### src/rtl/quad_enc_gen_if.sv
// Command port of quad_enc_gen: valid/ready handshake carrying direction and step count.
// The master issues step commands; the slave (the generator) accepts them when ready.
interface quad_enc_gen_if #(
   parameter int STEPS_W = 8
) ();
   logic               cmd_valid;
   logic               cmd_ready;
   logic               cmd_dir;
   logic [STEPS_W-1:0] cmd_steps;

   modport master (
      output cmd_valid,
      output cmd_dir,
      output cmd_steps,
      input  cmd_ready
   );

   modport slave (
      input  cmd_valid,
      input  cmd_dir,
      input  cmd_steps,
      output cmd_ready
   );
endinterface

### src/rtl/quad_enc_gen.sv
// Quadrature encoder generator: turns step commands into Gray-coded A/B waveforms.
// Define QENC_BOUNCE_EN to emit every edge as new/old/new contact bounce on the changing line.
module quad_enc_gen #(
   parameter int DWELL   = 25000,
   parameter int DWELL_W = 16,
   parameter int STEPS_W = 8
) (
   input  logic               CLOCK_50,
   input  logic               reset_n,
   quad_enc_gen_if.slave      cmd,
   input  logic               abort,
   output logic               enc_a,
   output logic               enc_b,
   output logic               busy,
   output logic [STEPS_W-1:0] steps_left,
   output logic               done
);

   typedef enum logic [1:0] {
      S_IDLE,
      S_EDGE,
      S_DWELL,
      S_SETTLE
   } state_e;

   localparam logic [DWELL_W-1:0] DWELL_LOAD = DWELL_W'(DWELL - 1);

   state_e             state_q, state_d;
   logic [1:0]         phase_q, phase_d;      // {a, b}
   logic               dir_q, dir_d;
   logic [1:0]         edge_cnt_q, edge_cnt_d;
   logic [STEPS_W-1:0] steps_left_q, steps_left_d;
   logic [DWELL_W-1:0] dwell_cnt_q, dwell_cnt_d;
   logic               busy_q, busy_d;
   logic               done_q, done_d;

   logic               accept;
   logic               abort_hit;
   logic               step_edge;
   logic               step_dir;

   assign cmd.cmd_ready = (state_q == S_IDLE) && !abort;
   assign accept        = cmd.cmd_valid && cmd.cmd_ready;
   assign abort_hit     = abort && (state_q != S_IDLE);

   // CW walks 00 -> 10 -> 11 -> 01; CCW walks the same ring backwards.
   function automatic logic [1:0] advance(input logic [1:0] ph, input logic cw);
      return cw ? {~ph[0], ph[1]} : {ph[0], ~ph[1]};
   endfunction

   always_comb begin
      // NOTE: every _d starts from its _q so no branch leaves a signal unassigned and infers a latch.
      state_d      = state_q;
      phase_d      = phase_q;
      dir_d        = dir_q;
      edge_cnt_d   = edge_cnt_q;
      steps_left_d = steps_left_q;
      dwell_cnt_d  = dwell_cnt_q;
      done_d       = 1'b0;
      step_edge    = 1'b0;
      step_dir     = dir_q;

      if (abort_hit) begin
         state_d      = S_IDLE;
         steps_left_d = '0;
      end else begin
         unique case (state_q)
            S_IDLE: begin
               if (accept) begin
                  dir_d        = cmd.cmd_dir;
                  steps_left_d = cmd.cmd_steps;
                  edge_cnt_d   = '0;
                  if (cmd.cmd_steps != '0) begin
                     step_edge = 1'b1;
                     step_dir  = cmd.cmd_dir;
                     state_d   = S_EDGE;
                  end else begin
                     done_d = 1'b1;
                  end
               end
            end
            S_EDGE: begin
               dwell_cnt_d = dwell_cnt_q - 1'b1;
               state_d     = S_DWELL;
            end
            S_DWELL: begin
               if (dwell_cnt_q == '0) begin
                  step_edge = 1'b1;
                  state_d   = S_EDGE;
               end else begin
                  dwell_cnt_d = dwell_cnt_q - 1'b1;
                  // The final dwell ends in SETTLE so done lands exactly DWELL after the last edge.
                  if (dwell_cnt_q == DWELL_W'(1) && steps_left_q == '0) begin
                     state_d = S_SETTLE;
                  end
               end
            end
            S_SETTLE: begin
               done_d  = 1'b1;
               state_d = S_IDLE;
            end
            default: state_d = S_IDLE;
         endcase
      end

      if (step_edge) begin
         phase_d     = advance(phase_q, step_dir);
         dwell_cnt_d = DWELL_LOAD;
         if (edge_cnt_d == 2'd3) begin
            steps_left_d = steps_left_d - 1'b1;
         end
         edge_cnt_d = edge_cnt_d + 2'd1;
      end

      busy_d = (state_d != S_IDLE);
   end

   always_ff @(posedge CLOCK_50 or negedge reset_n) begin
      if (!reset_n) begin
         state_q      <= S_IDLE;
         phase_q      <= 2'b00;
         dir_q        <= 1'b0;
         edge_cnt_q   <= '0;
         steps_left_q <= '0;
         dwell_cnt_q  <= '0;
         busy_q       <= 1'b0;
         done_q       <= 1'b0;
      end else begin
         // NOTE: non-blocking updates make every flop sample the pre-edge values together.
         state_q      <= state_d;
         phase_q      <= phase_d;
         dir_q        <= dir_d;
         edge_cnt_q   <= edge_cnt_d;
         steps_left_q <= steps_left_d;
         dwell_cnt_q  <= dwell_cnt_d;
         busy_q       <= busy_d;
         done_q       <= done_d;
      end
   end

`ifdef QENC_BOUNCE_EN
   logic [1:0] line_q, line_d;
   logic [1:0] flip_q, flip_d;
   logic [1:0] bnc_q, bnc_d;

   // Each edge shows new, old, new on the changing line; abort settles onto the logical phase.
   always_comb begin
      line_d = line_q;
      flip_d = flip_q;
      bnc_d  = bnc_q;
      if (abort_hit) begin
         line_d = phase_q;
         bnc_d  = 2'd0;
      end else if (step_edge) begin
         line_d = phase_d;
         flip_d = phase_d ^ phase_q;
         bnc_d  = 2'd2;
      end else if (bnc_q == 2'd2) begin
         line_d = phase_q ^ flip_q;
         bnc_d  = 2'd1;
      end else if (bnc_q == 2'd1) begin
         line_d = phase_q;
         bnc_d  = 2'd0;
      end
   end

   always_ff @(posedge CLOCK_50 or negedge reset_n) begin
      if (!reset_n) begin
         line_q <= 2'b00;
         flip_q <= 2'b00;
         bnc_q  <= 2'd0;
      end else begin
         line_q <= line_d;
         flip_q <= flip_d;
         bnc_q  <= bnc_d;
      end
   end

   assign enc_a = line_q[1];
   assign enc_b = line_q[0];
`else
   assign enc_a = phase_q[1];
   assign enc_b = phase_q[0];
`endif

   assign busy       = busy_q;
   assign done       = done_q;
   assign steps_left = steps_left_q;

endmodule
### src/flat_wrapper.sv
// flat-port wrapper written by rule: the top's interface ports become plain ports
module quad_enc_gen_flat 
#(
   parameter int DWELL   = 25000,
   parameter int DWELL_W = 16,
   parameter int STEPS_W = 8
)
  (CLOCK_50, reset_n, abort, enc_a, enc_b, busy, steps_left, done, cmd_cmd_valid, cmd_cmd_dir, cmd_cmd_steps, cmd_cmd_ready);
  quad_enc_gen_if #(.STEPS_W(STEPS_W)) cmd_i ();
  input  logic CLOCK_50;
  input  logic reset_n;
  input  logic abort;
  output logic enc_a;
  output logic enc_b;
  output logic busy;
  output logic [STEPS_W-1:0] steps_left;
  output logic done;
  input wire logic [$bits(cmd_i.cmd_valid)-1:0] cmd_cmd_valid;
  input wire logic [$bits(cmd_i.cmd_dir)-1:0] cmd_cmd_dir;
  input wire logic [$bits(cmd_i.cmd_steps)-1:0] cmd_cmd_steps;
  output wire logic [$bits(cmd_i.cmd_ready)-1:0] cmd_cmd_ready;
  assign cmd_i.cmd_valid = cmd_cmd_valid;
  assign cmd_i.cmd_dir = cmd_cmd_dir;
  assign cmd_i.cmd_steps = cmd_cmd_steps;
  assign cmd_cmd_ready = cmd_i.cmd_ready;
  quad_enc_gen #(.DWELL(DWELL), .DWELL_W(DWELL_W), .STEPS_W(STEPS_W)) u_core (.CLOCK_50(CLOCK_50), .reset_n(reset_n), .cmd(cmd_i), .abort(abort), .enc_a(enc_a), .enc_b(enc_b), .busy(busy), .steps_left(steps_left), .done(done));
endmodule
### config.mk
export PLATFORM = sky130hd
export DESIGN_NAME = quad_enc_gen_flat
export DESIGN_NICKNAME = d
export VERILOG_FILES = /design/src/rtl/quad_enc_gen_if.sv /design/src/rtl/quad_enc_gen.sv /design/src/flat_wrapper.sv
export SDC_FILE = /design/constraint.sdc
export NUM_CORES = 1
export LEC_CHECK = 0
export CAP_MARGIN = 20
export CORE_MARGIN = 2
export CORE_UTILIZATION = 51
export CTS_BUF_LIST = sky130_fd_sc_hd__clkbuf_8
export DETAILED_ROUTE_END_ITERATION = 10
export GPL_TIMING_DRIVEN = 0
export PLACE_DENSITY = 0.82
export SLEW_MARGIN = 10
export SYNTH_ARGS = -nofsm -noshare
export SYNTH_HDL_FRONTEND = slang
export SYNTH_SLANG_ARGS = --single-unit
### constraint.sdc
create_clock -name CLOCK_50 -period 2.95 [get_ports CLOCK_50]
set_clock_uncertainty 0.05 [all_clocks]
set_input_delay 0.59 -clock CLOCK_50 [delete_from_list [all_inputs] [get_ports CLOCK_50]]
set_output_delay 0.59 -clock CLOCK_50 [all_outputs]
set_load 0.05 [all_outputs]
==> flow_summary.json, run 1 <==
{
  "chipWidth_um": 66.0,
  "ys_ff_latch": 33,
  "drv_cap": 0,
  "cts_buffers": 5,
  "ys_warn_count": 0,
  "fin_nets": 256,
  "fin_util": 0.637,
  "synth.net_count": 224,
  "finalMaxSlewViolations": 0,
  "regArea_um2": 826,
  "syn_area_mm2": 0.00196,
  "hold_ws_ns": 0.310,
  "critical_path_class": "input port to flop",
  "viasPerCell": 5.86,
  "synth_top_area_share": 0.422,
  "postRouteAntennaNets": 0,
  "syn_inst": 202,
  "core.rowCount": 22,
  "drtPass1Iterations": 4,
  "startpoint": "abort",
  "crit_path_start_kind": "input port",
  "wl_met1_mm": 1.96,
  "leakagePower_nw": 1.02,
  "drtIter0Drc": 93,
  "vdd_drop_max_uv": 520,
  "critPathMaxFanout": 10,
  "wl_met3_um": 207,
  "synth_common_cells": "dfrtp_1 (33), nor2_1 (24), nand2_1 (15)",
  "dpl.hpwl_mm": 2.99,
  "core_area_mm2": 0.00369,
  "cp_slowest_cell": "clkdlybuf4s50_1",
  "place.gp.congestion": 0.835,
  "area_growth_pct": 20.0,
  "htree_levels": 2,
  "r2r_start": "u_core.state_q[1]$_DFF_PN0_",
  "slew_headroom": 0.513,
  "worst_pin_slew_ns": 0.730,
  "antenna_cells": 0,
  "synthesis.area_per_instance_um2": 9.69,
  "ioPinCount": 26,
  "post_cts_buffers": 0,
  "grt_pass1_wl_mm": 7.19,
  "ys_seq_area_frac": 0.422,
  "die_area_mm2": 0.00435,
  "min_period_over_period": 0.921,
  "cts_sinks": 33,
  "slowest_delay_ns": 0.56,
  "grt_max_degree": 34,
  "multi_input_area_mm2": 0.00108,
  "final_area_mm2": 0.00235,
  "critPathArrivalTime_ns": 2.87,
  "placedCellCount": 275,
  "end_kind": "flop",
  "preCtsSetupSlack_ns": -0.212,
  "routed-wl-met2_mm": 1.92,
  "drc": 0,
  "instances_no_fill": 283,
  "clk_latency_ns": 0.29,
  "ctsRootBufferMaster": "clkbuf_8",
  "wl_mm": 4.20,
  "grt_pass1_vias": 1537,
  "r2r_cells": 9,
  "yosysUniqueCellTypes": 45,
  "cts.repair.resized": 0,
  "status": "finished clean",
  "required_ns": 3.11,
  "rsz0062_at_grt": "no",
  "async_flop_share": 1.00,
  "die_height_um": 66.0,
  "highest_layer": "met4",
  "synth.area.top_cells": "dfrtp_1 (42%), ha_1 (5.8%), nor2_1 (4.6%), xnor2_1 (4.5%), xor2_1 (4.0%)",
  "nFillCells": 309,
  "vias": 1657,
  "wl_per_cell_um": 14.8,
  "start_util": 0.531,
  "synth-main-ff-cell": "dfrtp_1",
  "cts_tree": "built",
  "io_buffers": 25,
  "setup_viol": 0,
  "synth_edf_count": 0,
  "yosys.area.top_type": "dfrtp_1",
  "synth.most_common_cell": "dfrtp_1",
  "hold_buffers": 0,
  "antenna_found_initial": 0,
  "hold_violations": 0,
  "dpl-instance-area_mm2": 0.00226,
  "drive_gt1_frac": 0.102,
  "overflow": 0,
  "clockBufferDepth": 2,
  "powerDensity_mw_per_mm2": 938,
  "grt_usage": 0.219,
  "path_clk_slew_ns": 0.07,
  "path_cells": "clkdlybuf4s50_1 -> nand3b_1 -> clkbuf_2 -> and2_1 -> ha_1 -> o2111ai_1 -> nor3_1 -> xor2_1",
  "layout_setup_ws_ns": 0.233,
  "finalCriticalPeriod_ns": 2.72,
  "fmax_mhz": 368,
  "hold_path_class": "input port to async pin"
}
-- sequential cells by signal, summed over array words and instances (netlist names) --
name,count
u_core.phase_q,2
u_core.steps_left,8
u_core.state_q,2
u_core.done,1
u_core.dir_q,1
u_core.busy,1
u_core.edge_cnt_q,2
u_core.dwell_cnt_q,16
-- layout make-up --
type,count,share of cell area
clock inverters,3,0.00586
repair buffers,25,0.105
multi-input cells,158,0.461
plain buffers,5,0.0122
flip-flops and latches,33,0.351
inverters,6,0.00958
well taps,48,0.0256
clock buffers,5,0.0293
-- per-layer routing --
layer | GRT usage | vias to the layer above
met3 | 0.0409 | 12
met4 | 0.0893 | 0
li1 | - | 805
met5 | 0 | -
met1 | 0.301 | 793
met2 | 0.340 | 47
-- placed cells by master (no fill, tap or decap), types with 3 or more instances in the layout --
cell type	Yosys	routed
nand4_1	3	3
a221oi_1	3	3
dfrtp_1	33	33
clkbuf_8	0	5
and3_1	4	4
nand2_1	15	15
o21ai_0	3	3
nor2_1	24	24
ha_1	9	9
clkdlybuf4s50_1	0	23
nand2b_1	3	3
a31oi_1	4	4
nor2b_1	3	3
inv_1	6	7
and2_1	4	4
xor2_1	9	9
a21oi_1	6	6
mux2_2	4	4
nor4_1	8	8
xnor2_1	10	10
or3_1	5	5
nor3_1	8	8
mux2i_1	7	7
-- path summary, 6_finish.rpt --
path / end / slack [ns]
setup / recovery: u_core.steps_left[7]$_DFF_PN0_ / 0.23
hold / removal: u_core.dwell_cnt_q[4]$_DFFE_PN0P_ / 0.31
setup reg to reg: u_core.steps_left[7]$_DFF_PN0_ / 0.32
hold reg to reg: u_core.phase_q[0]$_DFFE_PN0N_ / 0.47
max in group asynchronous: u_core.edge_cnt_q[0]$_DFF_PN0_ / 2.07
min in group CLOCK_50: u_core.phase_q[0]$_DFFE_PN0N_ / 0.47
-- cells by family (layout without fill, tap and decap cells) --
group	after synthesis	in the layout	synth area share
compound gates	30	30	0.109
xor+xnor	19	19	0.0850
fa+ha+maj	9	9	0.0575
buf+inv	11	44	0.0256
flops	33	33	0.422
mux	11	11	0.0588
simple gates	89	89	0.242
-- worst max-delay path, delay by kind of cell --
kind / cells / cell delay [ns]
compound gates: 1 / 0.21
xor+xnor: 1 / 0.17
fa+ha+maj: 1 / 0.26
buf+inv: 2 / 0.88
simple gates: 3 / 0.77
-- power by group --
group          switching [mW]  leakage [nW]  internal, mW
clock network           0.159        0.0491         0.160
registers               0.105         0.402         0.586
logic                   0.754         0.574         0.440
-- per-stage QoR --
stage          power, mW  setup TNS, ns
6_report            2.20              0
3_3_place_gp        1.84         -0.475
3_5_place_dp        1.87         -0.673
5_1_grt             2.37              0
2_1_floorplan       1.54              0
4_1_cts             2.20              0
No activity file was read; power rests on OpenSTA's default activity.
==> inputs of run 2 (changes only) <==
--- a/config.mk
+++ b/config.mk
@@ -6,12 +6,13 @@
 export NUM_CORES = 1
 export LEC_CHECK = 0
 export CAP_MARGIN = 20
+export CORE_ASPECT_RATIO = 1.1
 export CORE_MARGIN = 2
 export CORE_UTILIZATION = 51
 export CTS_BUF_LIST = sky130_fd_sc_hd__clkbuf_8
 export DETAILED_ROUTE_END_ITERATION = 10
 export GPL_TIMING_DRIVEN = 0
-export PLACE_DENSITY = 0.82
+export PLACE_DENSITY = 0.76
 export SLEW_MARGIN = 10
 export SYNTH_ARGS = -nofsm -noshare
 export SYNTH_HDL_FRONTEND = slang
==> flow_summary.json, run 2 (same netlist as run 1, synthesis figures left out) <==
{
  "place.gp.congestion": 0.840,
  "post_cts_buffers": 0,
  "ctsRootBufferMaster": "clkbuf_8",
  "status": "finished clean",
  "antenna_found_initial": 0,
  "min_period_over_period": 0.910,
  "setup_viol": 0,
  "drv_cap": 0,
  "start_util": 0.536,
  "ioPinCount": 26,
  "powerDensity_mw_per_mm2": 970,
  "required_ns": 3.11,
  "core.rowCount": 23,
  "hold_buffers": 0,
  "cts_sinks": 33,
  "instances_no_fill": 285,
  "clockBufferDepth": 2,
  "slew_headroom": 0.501,
  "cts.repair.resized": 0,
  "ff2ff_setup_slack_ns": 0.36,
  "critical_path_class": "input port to flop",
  "cp.depth": 8,
  "finalCriticalPeriod_ns": 2.69,
  "drc": 0,
  "postRouteAntennaNets": 0,
  "path_clk_slew_ns": 0.07,
  "cts_tree": "built",
  "vias": 1608,
  "leakagePower_nw": 1.04,
  "critPathArrivalTime_ns": 2.85,
  "dpl.hpwl_mm": 3.05,
  "power.total_mw": 2.31,
  "core_area_mm2": 0.00365,
  "viasPerCell": 5.64,
  "critPathMaxFanout": 10,
  "drtIter0Drc": 60,
  "cp-endpoint": "u_core.steps_left[7]$_DFF_PN0_",
  "clk_latency_ns": 0.29,
  "wl_mm": 4.24,
  "largest-register": "u_core.dwell_cnt_q",
  "crit_path_start_kind": "input port",
  "slowest_delay_ns": 0.57,
  "io_buffers": 25,
  "area_growth_pct": 21.9,
  "drive_gt1_frac": 0.102,
  "wl_per_cell_um": 14.9,
  "die_area_mm2": 0.00435,
  "placedCellCount": 277,
  "r2r_cells": 9,
  "die_height_um": 69.0,
  "worst_pin_slew_ns": 0.749,
  "final_area_mm2": 0.00239,
  "fin_nets": 256,
  "r2r_start": "u_core.state_q[0]$_DFF_PN0_",
  "hold_path_class": "input port to async pin",
  "startpoint": "abort",
  "mostFrequentLayoutCells": "dfrtp_1 (33), nor2_1 (24), clkdlybuf4s50_1 (23), nand2_1 (15), xnor2_1 (10)",
  "largest_reg_flops": 16,
  "cts_buffers": 5,
  "grt_usage": 0.213,
  "grt_pass1_wl_mm": 6.97,
  "overflow": 0,
  "chipWidth_um": 63.1,
  "hold_violations": 0,
  "grt_pass1_vias": 1498,
  "fin_util": 0.653,
  "critPathBufInv": 2,
  "cp_slowest_cell": "clkdlybuf4s50_1",
  "finalMaxSlewViolations": 0,
  "htree_levels": 2,
  "drtPass1Iterations": 4,
  "end_kind": "flop",
  "dpl-instance-area_mm2": 0.00227,
  "antenna_cells": 0,
  "worstReg2RegEnd": "u_core.steps_left[7]$_DFF_PN0_",
  "path_cells": "clkdlybuf4s50_1 -> nand3b_1 -> clkbuf_2 -> and2_1 -> ha_1 -> o2111ai_1 -> nor3_1 -> xor2_1",
  "vdd_drop_max_uv": 600,
  "rsz0062_at_grt": "no",
  "grt_max_degree": 34,
  "crit_family": "buffers and inverters",
  "fmax_mhz": 372,
  "final_common_cell": "dfrtp_1"
}
[run 2: area by class of cell]
class,instances,area (um2)
Sequential cell,33,826
Clock inverter,2,33.8
Timing Repair Buffer,25,248
Buffer,5,28.8
Fill cell,310,1270
Tap cell,50,62.6
Inverter,6,22.5
Clock buffer,6,82.6
Multi-Input combinational cell,158,1080
[run 2: per-layer routing]
metal	GRT usage	part of all wire
met1	0.251	0.44
met2	0.367	0.50
met3	0.0536	0.040
met5	0	0
met4	0.108	0.018
[run 2: per-stage QoR]
stage                     worst slack, ns  setup TNS [ns]  hold slack (ns)
after global routing               0.0937               0            0.368
after CTS                          0.0669               0            0.330
after detailed placement           -0.209          -0.418            0.451
after global placement             -0.180          -0.302            0.444
final                               0.264               0            0.311
after floorplan                     0.375               0            0.244
[run 2: worst min path at each step]
stage	start	to	slack [ns]	cells past startpoint
2_1_floorplan	reset_n	u_core.busy$_DFF_PN0_	0.24	0
3_3_place_gp	u_core.dwell_cnt_q[1]$_DFFE_PN0P_	u_core.dwell_cnt_q[1]$_DFFE_PN0P_	0.44	2
3_5_place_dp	u_core.dwell_cnt_q[1]$_DFFE_PN0P_	u_core.dwell_cnt_q[1]$_DFFE_PN0P_	0.45	2
4_1_cts	reset_n	u_core.done$_DFF_PN0_	0.33	1
5_1_grt	reset_n	u_core.dwell_cnt_q[4]$_DFFE_PN0P_	0.37	1
6_report	reset_n	u_core.dwell_cnt_q[2]$_DFFE_PN0P_	0.31	1
[run 2: power breakdown]
| group | internal (mW) | switching, mW |
|---|---|---|
| Sequential | 0.586 | 0.105 |
| Combinational | 0.440 | 0.742 |
| Clock | 0.272 | 0.168 |
| Total | 1.30 | 1.02 |
[run 2: worst reg2reg max path, stage by stage, from the launching register on]
cell and delay (ns):
dfrtp_1 0.40, inv_1 0.11, ha_1 0.28, nand3b_1 0.23, clkbuf_2 0.31, and2_1 0.22, ha_1 0.23, o2111ai_1 0.18
nor3_1 0.32, xor2_1 0.17
